File: config.mk
export PLATFORM = sky130hd
export DESIGN_NAME = osc_bufg_cfg_seq
export DESIGN_NICKNAME = d
export VERILOG_FILES = /design/src/rtl/osc_cfg_pkg.sv /design/src/rtl/osc_cfg_wr_phase.sv /design/src/rtl/osc_bufg_cfg_seq.sv
export SDC_FILE = /design/constraint.sdc
export NUM_CORES = 1
export LEC_CHECK = 0
export ABC_AREA = 1
export BUFFER_PORTS_ARGS = -buffer_cell sky130_fd_sc_hd__buf_2
export CAP_MARGIN = 30
export CORE_MARGIN = 2
export CORE_UTILIZATION = 40
export DETAILED_ROUTE_END_ITERATION = 6
export GPL_TIMING_DRIVEN = 1
export PLACE_DENSITY = 0.63
export SYNTH_ARGS = -nofsm -noshare
export SYNTH_HDL_FRONTEND = slang
export SYNTH_SLANG_ARGS = --single-unit
File: constraint.sdc
create_clock -name clk_osc_bufg -period 2.27 [get_ports clk_osc_bufg]
set_input_delay 0.1135 -clock clk_osc_bufg [delete_from_list [all_inputs] [get_ports clk_osc_bufg]]
set_output_delay 0.1135 -clock clk_osc_bufg [all_outputs]
set_load 0.01 [all_outputs]
File: src/rtl/osc_cfg_pkg.sv
// Shared types and register map for the osc_bufg boot configuration sequencer.
// OSC_CFG_TS_LOAD_EN adds the timestamp-load states to the state enum.
package osc_cfg_pkg;

    typedef enum logic [2:0] {
        ST_IDLE,
        ST_KEY_HI,
        ST_KEY_LO,
`ifdef OSC_CFG_TS_LOAD_EN
        ST_TS_HI,
        ST_TS_LO,
`endif
        ST_CFG_HI,
        ST_CFG_LO,
        ST_WAIT_ST
    } cfg_state_e;

    localparam logic [15:0] ADDR_CFG_DONE = 16'h0020;
    localparam logic [15:0] ADDR_TS_LOAD  = 16'h00D0;
    localparam logic [15:0] ADDR_ENCRYPT0 = 16'h0164;
    localparam logic [15:0] DATA_ONE      = 16'h0001;
    localparam int unsigned KEY_WORDS     = 4;

    function automatic int unsigned clog2_min1(input int unsigned v);
        return (v < 2) ? 1 : $clog2(v);
    endfunction

endpackage

File: src/rtl/osc_cfg_wr_phase.sv
// HI/LO phase timer shared by every write state: start begins a write,
// hi_done marks the last wr_en-high cycle, lo_done the last wr_en-low cycle.
module osc_cfg_wr_phase import osc_cfg_pkg::*; #(
    parameter int unsigned WR_HI_CYC = 4,
    parameter int unsigned WR_LO_CYC = 4
) (
    input  logic clk_osc_bufg,
    input  logic reset_osc_bufg,
    input  logic start,
    output logic hi_done,
    output logic lo_done
);

    localparam int unsigned TOT_CYC = WR_HI_CYC + WR_LO_CYC;
    localparam int unsigned CNT_W   = clog2_min1(TOT_CYC);

    logic [CNT_W-1:0] cnt;
    logic             running;

    always_ff @(posedge clk_osc_bufg) begin
        if (reset_osc_bufg) begin
            cnt     <= '0;
            running <= 1'b0;
        end else if (start) begin
            cnt     <= '0;
            running <= 1'b1;
        end else if (running) begin
            if (cnt == CNT_W'(TOT_CYC - 1))
                running <= 1'b0;
            else
                cnt <= cnt + 1'b1;
        end
    end

    assign hi_done = running && (cnt == CNT_W'(WR_HI_CYC - 1));
    assign lo_done = running && (cnt == CNT_W'(TOT_CYC - 1));

endmodule

File: src/rtl/osc_bufg_cfg_seq.sv
// Boot-time key/commit write sequencer and register-bus arbiter (SPI vs sequencer).
// Define OSC_CFG_TS_LOAD_EN to insert a timestamp-load write before the commit.
module osc_bufg_cfg_seq import osc_cfg_pkg::*; #(
    parameter int unsigned SPI_ADDR_LENGTH = 16,
    parameter int unsigned SHORT_REG_WD    = 16,
    parameter int unsigned LONG_REG_WD     = 64,
    parameter int unsigned WR_HI_CYC       = 4,
    parameter int unsigned WR_LO_CYC       = 4,
    parameter int unsigned TIMEOUT_CYC     = 4000000
) (
    input  logic                       clk_osc_bufg,
    input  logic                       reset_osc_bufg,
    input  logic                       i_start,
    input  logic [LONG_REG_WD-1:0]     iv_key,
    input  logic                       i_encrypt_state,
    input  logic                       i_spi_wr_en,
    input  logic                       i_spi_rd_en,
    input  logic [SPI_ADDR_LENGTH-1:0] iv_spi_addr,
    input  logic [SHORT_REG_WD-1:0]    iv_spi_wr_data,
    output logic                       o_wr_en,
    output logic                       o_rd_en,
    output logic [SPI_ADDR_LENGTH-1:0] ov_addr,
    output logic [SHORT_REG_WD-1:0]    ov_wr_data,
    output logic                       o_busy,
    output logic                       o_done,
    output logic                       o_fail,
    output logic [7:0]                 ov_spi_drop_cnt
);

    localparam int unsigned TMO_W = clog2_min1(TIMEOUT_CYC);

    cfg_state_e                 state;
    logic [LONG_REG_WD-1:0]     key_q;
    logic [1:0]                 word_idx;
    logic [1:0]                 next_idx;
    logic [TMO_W-1:0]           tmo_cnt;
    logic                       seq_wr_en;
    logic [SPI_ADDR_LENGTH-1:0] seq_addr;
    logic [SHORT_REG_WD-1:0]    seq_data;
    logic                       enc_s1, enc_s2;
    logic                       spi_s1, spi_s2, spi_s3;
    logic                       accept, phase_start, hi_done, lo_done, spi_rise;

    assign accept      = (state == ST_IDLE) && i_start;
    assign phase_start = accept || (lo_done && (state != ST_CFG_LO));
    assign next_idx    = word_idx + 2'd1;
    assign spi_rise    = spi_s2 && !spi_s3;

    osc_cfg_wr_phase #(
        .WR_HI_CYC (WR_HI_CYC),
        .WR_LO_CYC (WR_LO_CYC)
    ) u_wr_phase (
        .clk_osc_bufg   (clk_osc_bufg),
        .reset_osc_bufg (reset_osc_bufg),
        .start          (phase_start),
        .hi_done        (hi_done),
        .lo_done        (lo_done)
    );

    // key_q shifts left one word per write so the next word is always at the top.
    always_ff @(posedge clk_osc_bufg) begin
        if (reset_osc_bufg) begin
            state     <= ST_IDLE;
            key_q     <= '0;
            word_idx  <= '0;
            tmo_cnt   <= '0;
            seq_wr_en <= 1'b0;
            seq_addr  <= '0;
            seq_data  <= '0;
            o_busy    <= 1'b0;
            o_done    <= 1'b0;
            o_fail    <= 1'b0;
        end else begin
            case (state)
                ST_IDLE: begin
                    if (i_start) begin
                        key_q     <= iv_key << SHORT_REG_WD;
                        word_idx  <= '0;
                        seq_wr_en <= 1'b1;
                        seq_addr  <= SPI_ADDR_LENGTH'(ADDR_ENCRYPT0);
                        seq_data  <= iv_key[LONG_REG_WD-1 -: SHORT_REG_WD];
                        o_busy    <= 1'b1;
                        o_done    <= 1'b0;
                        o_fail    <= 1'b0;
                        state     <= ST_KEY_HI;
                    end
                end
                ST_KEY_HI: begin
                    if (hi_done) begin
                        seq_wr_en <= 1'b0;
                        state     <= ST_KEY_LO;
                    end
                end
                ST_KEY_LO: begin
                    if (lo_done) begin
                        seq_wr_en <= 1'b1;
                        if (word_idx == 2'(KEY_WORDS - 1)) begin
`ifdef OSC_CFG_TS_LOAD_EN
                            seq_addr <= SPI_ADDR_LENGTH'(ADDR_TS_LOAD);
                            seq_data <= SHORT_REG_WD'(DATA_ONE);
                            state    <= ST_TS_HI;
`else
                            seq_addr <= SPI_ADDR_LENGTH'(ADDR_CFG_DONE);
                            seq_data <= SHORT_REG_WD'(DATA_ONE);
                            state    <= ST_CFG_HI;
`endif
                        end else begin
                            word_idx <= next_idx;
                            seq_addr <= SPI_ADDR_LENGTH'(ADDR_ENCRYPT0) + SPI_ADDR_LENGTH'(next_idx);
                            seq_data <= key_q[LONG_REG_WD-1 -: SHORT_REG_WD];
                            key_q    <= key_q << SHORT_REG_WD;
                            state    <= ST_KEY_HI;
                        end
                    end
                end
`ifdef OSC_CFG_TS_LOAD_EN
                ST_TS_HI: begin
                    if (hi_done) begin
                        seq_wr_en <= 1'b0;
                        state     <= ST_TS_LO;
                    end
                end
                ST_TS_LO: begin
                    if (lo_done) begin
                        seq_wr_en <= 1'b1;
                        seq_addr  <= SPI_ADDR_LENGTH'(ADDR_CFG_DONE);
                        seq_data  <= SHORT_REG_WD'(DATA_ONE);
                        state     <= ST_CFG_HI;
                    end
                end
`endif
                ST_CFG_HI: begin
                    if (hi_done) begin
                        seq_wr_en <= 1'b0;
                        state     <= ST_CFG_LO;
                    end
                end
                ST_CFG_LO: begin
                    if (lo_done) begin
                        tmo_cnt <= '0;
                        state   <= ST_WAIT_ST;
                    end
                end
                ST_WAIT_ST: begin
                    if (enc_s2) begin
                        o_done <= 1'b1;
                        o_busy <= 1'b0;
                        state  <= ST_IDLE;
                    end else if (tmo_cnt == TMO_W'(TIMEOUT_CYC - 1)) begin
                        o_fail <= 1'b1;
                        o_busy <= 1'b0;
                        state  <= ST_IDLE;
                    end else begin
                        tmo_cnt <= tmo_cnt + 1'b1;
                    end
                end
                default: state <= ST_IDLE;
            endcase
        end
    end

    // An SPI write rising on the acceptance cycle already lost the bus, so it counts.
    always_ff @(posedge clk_osc_bufg) begin
        if (reset_osc_bufg) begin
            enc_s1          <= 1'b0;
            enc_s2          <= 1'b0;
            spi_s1          <= 1'b0;
            spi_s2          <= 1'b0;
            spi_s3          <= 1'b0;
            ov_spi_drop_cnt <= '0;
        end else begin
            enc_s1 <= i_encrypt_state;
            enc_s2 <= enc_s1;
            spi_s1 <= i_spi_wr_en;
            spi_s2 <= spi_s1;
            spi_s3 <= spi_s2;
            if (spi_rise && (o_busy || accept) && (ov_spi_drop_cnt != 8'hFF))
                ov_spi_drop_cnt <= ov_spi_drop_cnt + 8'd1;
        end
    end

    always_comb begin
        if (state == ST_IDLE) begin
            o_wr_en    = i_spi_wr_en;
            o_rd_en    = i_spi_rd_en;
            ov_addr    = iv_spi_addr;
            ov_wr_data = iv_spi_wr_data;
        end else begin
            o_wr_en    = seq_wr_en;
            o_rd_en    = 1'b0;
            ov_addr    = seq_addr;
            ov_wr_data = seq_data;
        end
    end

endmodule

==> metrics.txt <==
# TYPE chip_impl_metric gauge
chip_impl_info{name="status",value="finished clean"} 1
chip_impl_metric{name="critical_path_peak_fanout",unit=""} 33
chip_impl_metric{name="syn_nets",unit=""} 1062
chip_impl_info{name="yosys.area.top_type",value="sky130_fd_sc_hd__dfxtp_1"} 1
chip_impl_metric{name="netlist_area",unit="mm^2"} 0.00607
chip_impl_metric{name="via_per_inst",unit=""} 4.79
chip_impl_info{name="cts_tree",value="built"} 1
chip_impl_metric{name="synth_top_area_share",unit="%"} 38.2
chip_impl_metric{name="gr-usage-all-layers",unit="%"} 20.4
chip_impl_metric{name="place_hpwl",unit="um"} 11400
chip_impl_metric{name="die-height",unit="um"} 127
chip_impl_metric{name="register_area",unit="mm^2"} 0.00232
chip_impl_metric{name="cts_clk_pin_slew_worst_paths",unit="ns"} 0.05
chip_impl_metric{name="avgSynthCellArea",unit="um^2"} 6.37
chip_impl_metric{name="top_level_ports",unit=""} 147
chip_impl_metric{name="rows",unit=""} 45
chip_impl_metric{name="vias",unit=""} 6325
chip_impl_metric{name="instances_no_fill",unit=""} 1321
chip_impl_metric{name="post-route-period-util",unit="%"} 92.3
chip_impl_metric{name="clock.fmax",unit="GHz"} 0.477
chip_impl_metric{name="final_number_of_max_transition_violations",unit=""} 0
chip_impl_metric{name="static-leakage-power",unit="nW"} 3.71
chip_impl_metric{name="multiInputGateArea",unit="mm^2"} 0.00319
chip_impl_metric{name="fp.dieArea",unit="mm^2"} 0.0162
chip_impl_metric{name="path_buf_inv",unit=""} 5
chip_impl_metric{name="nNetsFinal",unit=""} 1229
chip_impl_metric{name="h-tree-depth",unit=""} 4
chip_impl_metric{name="timing_hold_violations_final",unit=""} 0
chip_impl_metric{name="maximum_vdd_ir_drop",unit="uV"} 531
chip_impl_metric{name="clock-skew-final",unit="ns"} 0.00575
chip_impl_metric{name="drv_cap",unit=""} 0
chip_impl_info{name="delay_heaviest_family_cp",value="buffers and inverters"} 1
chip_impl_metric{name="drt_wl_total",unit="um"} 16400
chip_impl_metric{name="antenna_found_initial",unit=""} 0
chip_impl_metric{name="maximum_number_of_pins_on_one_net_before_global_route_repair",unit=""} 49
chip_impl_metric{name="grt_remaining_overflow",unit=""} 0
chip_impl_metric{name="grt_first_pass_wirelength",unit="um"} 26900
chip_impl_metric{name="power_density",unit="mW/mm^2"} 851
chip_impl_info{name="netlist_top_cells_area",value="sky130_fd_sc_hd__dfxtp_1 38%, sky130_fd_sc_hd__nand2_1 20%, sky130_fd_sc_hd__nor2_1 8.2%, sky130_fd_sc_hd__o21ai_0 5.3%, sky130_fd_sc_hd__a21oi_1 5.0%"} 1
chip_impl_metric{name="post_synth_inst_count",unit=""} 954
chip_impl_metric{name="setup_viol",unit=""} 0
chip_impl_metric{name="first_global_vias",unit=""} 5707
chip_impl_metric{name="place_congestion",unit=""} 0.848
chip_impl_metric{name="cts.sinks",unit=""} 116
chip_impl_metric{name="antenna_cells_inserted",unit=""} 0
chip_impl_metric{name="detailed_route_wire_length_per_cell",unit="um"} 12.4
chip_impl_metric{name="core",unit="mm^2"} 0.0150
chip_impl_metric{name="clock_insertion_delay_worst_skew",unit="ns"} 0.41
chip_impl_metric{name="cp_slowest_stage_delay",unit="ns"} 0.33
chip_impl_metric{name="first_iter_violations",unit=""} 413
chip_impl_info{name="worst_min_delay_path_class",value="primary input to flip-flop"} 1
chip_impl_info{name="cpMaxStageDelayCell",value="sky130_fd_sc_hd__dfxtp_1"} 1
chip_impl_info{name="rsz_0062_raised_after_global_routing",value="false"} 1
chip_impl_metric{name="yosys.cell_types.count",unit=""} 36
chip_impl_metric{name="drtPass1Iterations",unit=""} 5
chip_impl_metric{name="drtAntennaViolNets",unit=""} 0
chip_impl_metric{name="start_util",unit="%"} 40.4
chip_impl_metric{name="synthesis.yosys.warnings",unit=""} 0
chip_impl_metric{name="cts_max_path_buffers",unit=""} 2
chip_impl_metric{name="route.detailed.drc",unit=""} 0
chip_impl_metric{name="die_width",unit="um"} 127
chip_impl_metric{name="number_of_stages_on_the_worst_setup_path",unit=""} 9
chip_impl_metric{name="worstPathArrival",unit="ns"} 1.98
chip_impl_metric{name="port_buffers",unit=""} 146
chip_impl_metric{name="drive_above_1_share",unit="%"} 18.7
chip_impl_metric{name="tritoncts.num_buffers",unit=""} 17
chip_impl_info{name="type_of_the_setup_path_with_the_least_slack",value="flip-flop to output port"} 1
chip_impl_metric{name="reg2regPathDepth",unit=""} 11
chip_impl_metric{name="fillCellCount",unit=""} 1545
chip_impl_metric{name="total_power",unit="W"} 0.00671
chip_impl_metric{name="flip_flop_and_latch_count_after_synthesis",unit=""} 116
chip_impl_metric{name="synthToLayoutAreaGrowth",unit="%"} 30.0
chip_impl_metric{name="slew_headroom",unit="%"} 50.0
chip_impl_info{name="cp_cell_sequence",value="inv_2, nand2_4, nor2_4, buf_6, inv_1, buf_6, nand2_1, nand2_1, buf_2"} 1
chip_impl_info{name="kind_of_end_point_of_the_critical_path",value="output port"} 1
chip_impl_metric{name="number_of_placed_instances_with_taps_included",unit=""} 1256
chip_impl_metric{name="final_core_density",unit="%"} 52.5
chip_impl_metric{name="synth_seq_area_share",unit="%"} 38.2
chip_impl_metric{name="worst_pin_slew",unit="ns"} 0.746
chip_impl_metric{name="totalNegativeSetupSlack",unit="ns"} 0
chip_impl_metric{name="worstHoldPathCells",unit=""} 5
chip_impl_metric{name="worst_ep_required_time",unit="ns"} 2.16
chip_impl_metric{name="finalCriticalPeriod",unit="ns"} 2.10
chip_impl_info{name="worstSetupStartpointType",value="flip-flop"} 1
chip_impl_info{name="ctsRootBufferMaster",value="sky130_fd_sc_hd__clkbuf_16"} 1
## report_power, final
group | internal [W] | total [W] | leakage [nW] | switching, W
registers | 0.00231 | 0.00245 | 0.952 | 0.000143
logic | 0.000567 | 0.00150 | 2.46 | 0.000938
clock network | 0.00185 | 0.00276 | 0.297 | 0.000907
total | 0.00472 | 0.00671 | 3.71 | 0.00199
## cell usage after synthesis
library cell,number
sky130_fd_sc_hd__inv_1,79
sky130_fd_sc_hd__a21oi_1,61
sky130_fd_sc_hd__xor2_1,4
sky130_fd_sc_hd__nand3_1,48
sky130_fd_sc_hd__nand3_4,1
sky130_fd_sc_hd__nand2_2,3
sky130_fd_sc_hd__o21bai_1,5
sky130_fd_sc_hd__o31ai_1,1
sky130_fd_sc_hd__o211ai_1,1
sky130_fd_sc_hd__clkbuf_1,21
sky130_fd_sc_hd__nor2_4,1
sky130_fd_sc_hd__nor3_1,5
sky130_fd_sc_hd__buf_6,5
sky130_fd_sc_hd__o21ai_1,1
sky130_fd_sc_hd__nand2_4,3
sky130_fd_sc_hd__nor3_4,1
sky130_fd_sc_hd__nor2_8,2
sky130_fd_sc_hd__buf_2,11
sky130_fd_sc_hd__o21ai_0,64
sky130_fd_sc_hd__inv_4,1
sky130_fd_sc_hd__nand2_1,324
sky130_fd_sc_hd__a31oi_1,17
sky130_fd_sc_hd__nor3_2,1
sky130_fd_sc_hd__clkinv_1,1
sky130_fd_sc_hd__nor3b_1,2
sky130_fd_sc_hd__inv_2,7
sky130_fd_sc_hd__dfxtp_1,116
sky130_fd_sc_hd__or2_2,2
sky130_fd_sc_hd__ha_1,6
sky130_fd_sc_hd__o211ai_2,1
sky130_fd_sc_hd__nor2_1,132
sky130_fd_sc_hd__xnor2_1,4
sky130_fd_sc_hd__nor2_2,1
sky130_fd_sc_hd__buf_1,7
sky130_fd_sc_hd__nand4_1,13
sky130_fd_sc_hd__buf_4,2
## registers in the layout, summed over array words and instances, names as in the netlist
name,cells
enc_s1,1
enc_s2,1
key_q,48
o_busy,1
o_done,1
o_fail,1
ov_spi_drop_cnt,8
seq_addr,4
seq_data,16
seq_wr_en,1
spi_s1,1
spi_s2,1
spi_s3,1
state,3
tmo_cnt,22
u_wr_phase.cnt,3
u_wr_phase.running,1
word_idx,2
## per-stage QoR
step                instance area, um^2  hold WS, ns  setup WS (ns)
floorplan                          6070        0.220          0.679
global placement                   6940        0.318          0.341
detailed placement                 6940        0.326          0.313
CTS                                7890       0.0557        0.00631
global route                       7890       0.0607       0.000159
finish                             7890       0.0573          0.175
## final timing paths
kind                    from     endpoint  slack [ns]
hold reg to reg       spi_s1       spi_s2        0.40
hold / removal    iv_key[27]    key_q[43]        0.06
setup / recovery    state[2]   ov_addr[6]        0.17
setup reg to reg  tmo_cnt[0]  tmo_cnt[12]        0.30
## metal layers
metal	vias up	share of wire, %	global-route usage [%]
met4	0	1.5	5.88
met2	196	45	33.2
li1	3360	-	-
met5	-	0	0
met1	2750	48	27.5
met3	19	5.4	4.15
## cell usage in the layout, fill, tap and decap left out, drive strengths merged, types with 5 or more instances in the layout
| cell | count |
|---|---|
| dlygate4sd3 | 34 |
| clkinv | 7 |
| ha | 6 |
| inv | 86 |
| buf | 160 |
| dfxtp | 116 |
| nand3 | 49 |
| a31oi | 17 |
| o21bai | 5 |
| o21ai | 65 |
| nor2 | 136 |
| nand2 | 330 |
| clkbuf | 21 |
| a21oi | 61 |
| nand4 | 13 |
| nor3 | 7 |
## tightest hold or removal path, delay by kind of cell
kind	cells	cell delay, ns
buf+inv	1	0.07
compound gates	1	0.08
simple gates	3	0.16
## cell type report
class,instances,area share (%)
multi-input combinational,704,40.4
sequential,116,29.4
timing repair buffer,194,15.3
clock buffer,21,5.71
inverter,88,4.22
tap,188,2.98
clock inverter,10,1.98
## cells by family after synthesis
| family | Yosys count | synth area share [%] |
|---|---|---|
| fa+ha+maj | 6 | 1.24 |
| compound gates | 151 | 13.2 |
| flops | 116 | 38.2 |
| simple gates | 539 | 36.9 |
| buf+inv | 134 | 9.29 |
| xor+xnor | 8 | 1.15 |
## repair_timing
action	4_1_cts	5_1_grt
hold endpoints to repair	34	0
setup buffers	0	0
gates resized for setup	0	3
endpoints found under the setup margin	0	16
hold buffers	34	0
Note: power is estimated with default switching activity, not from simulation.
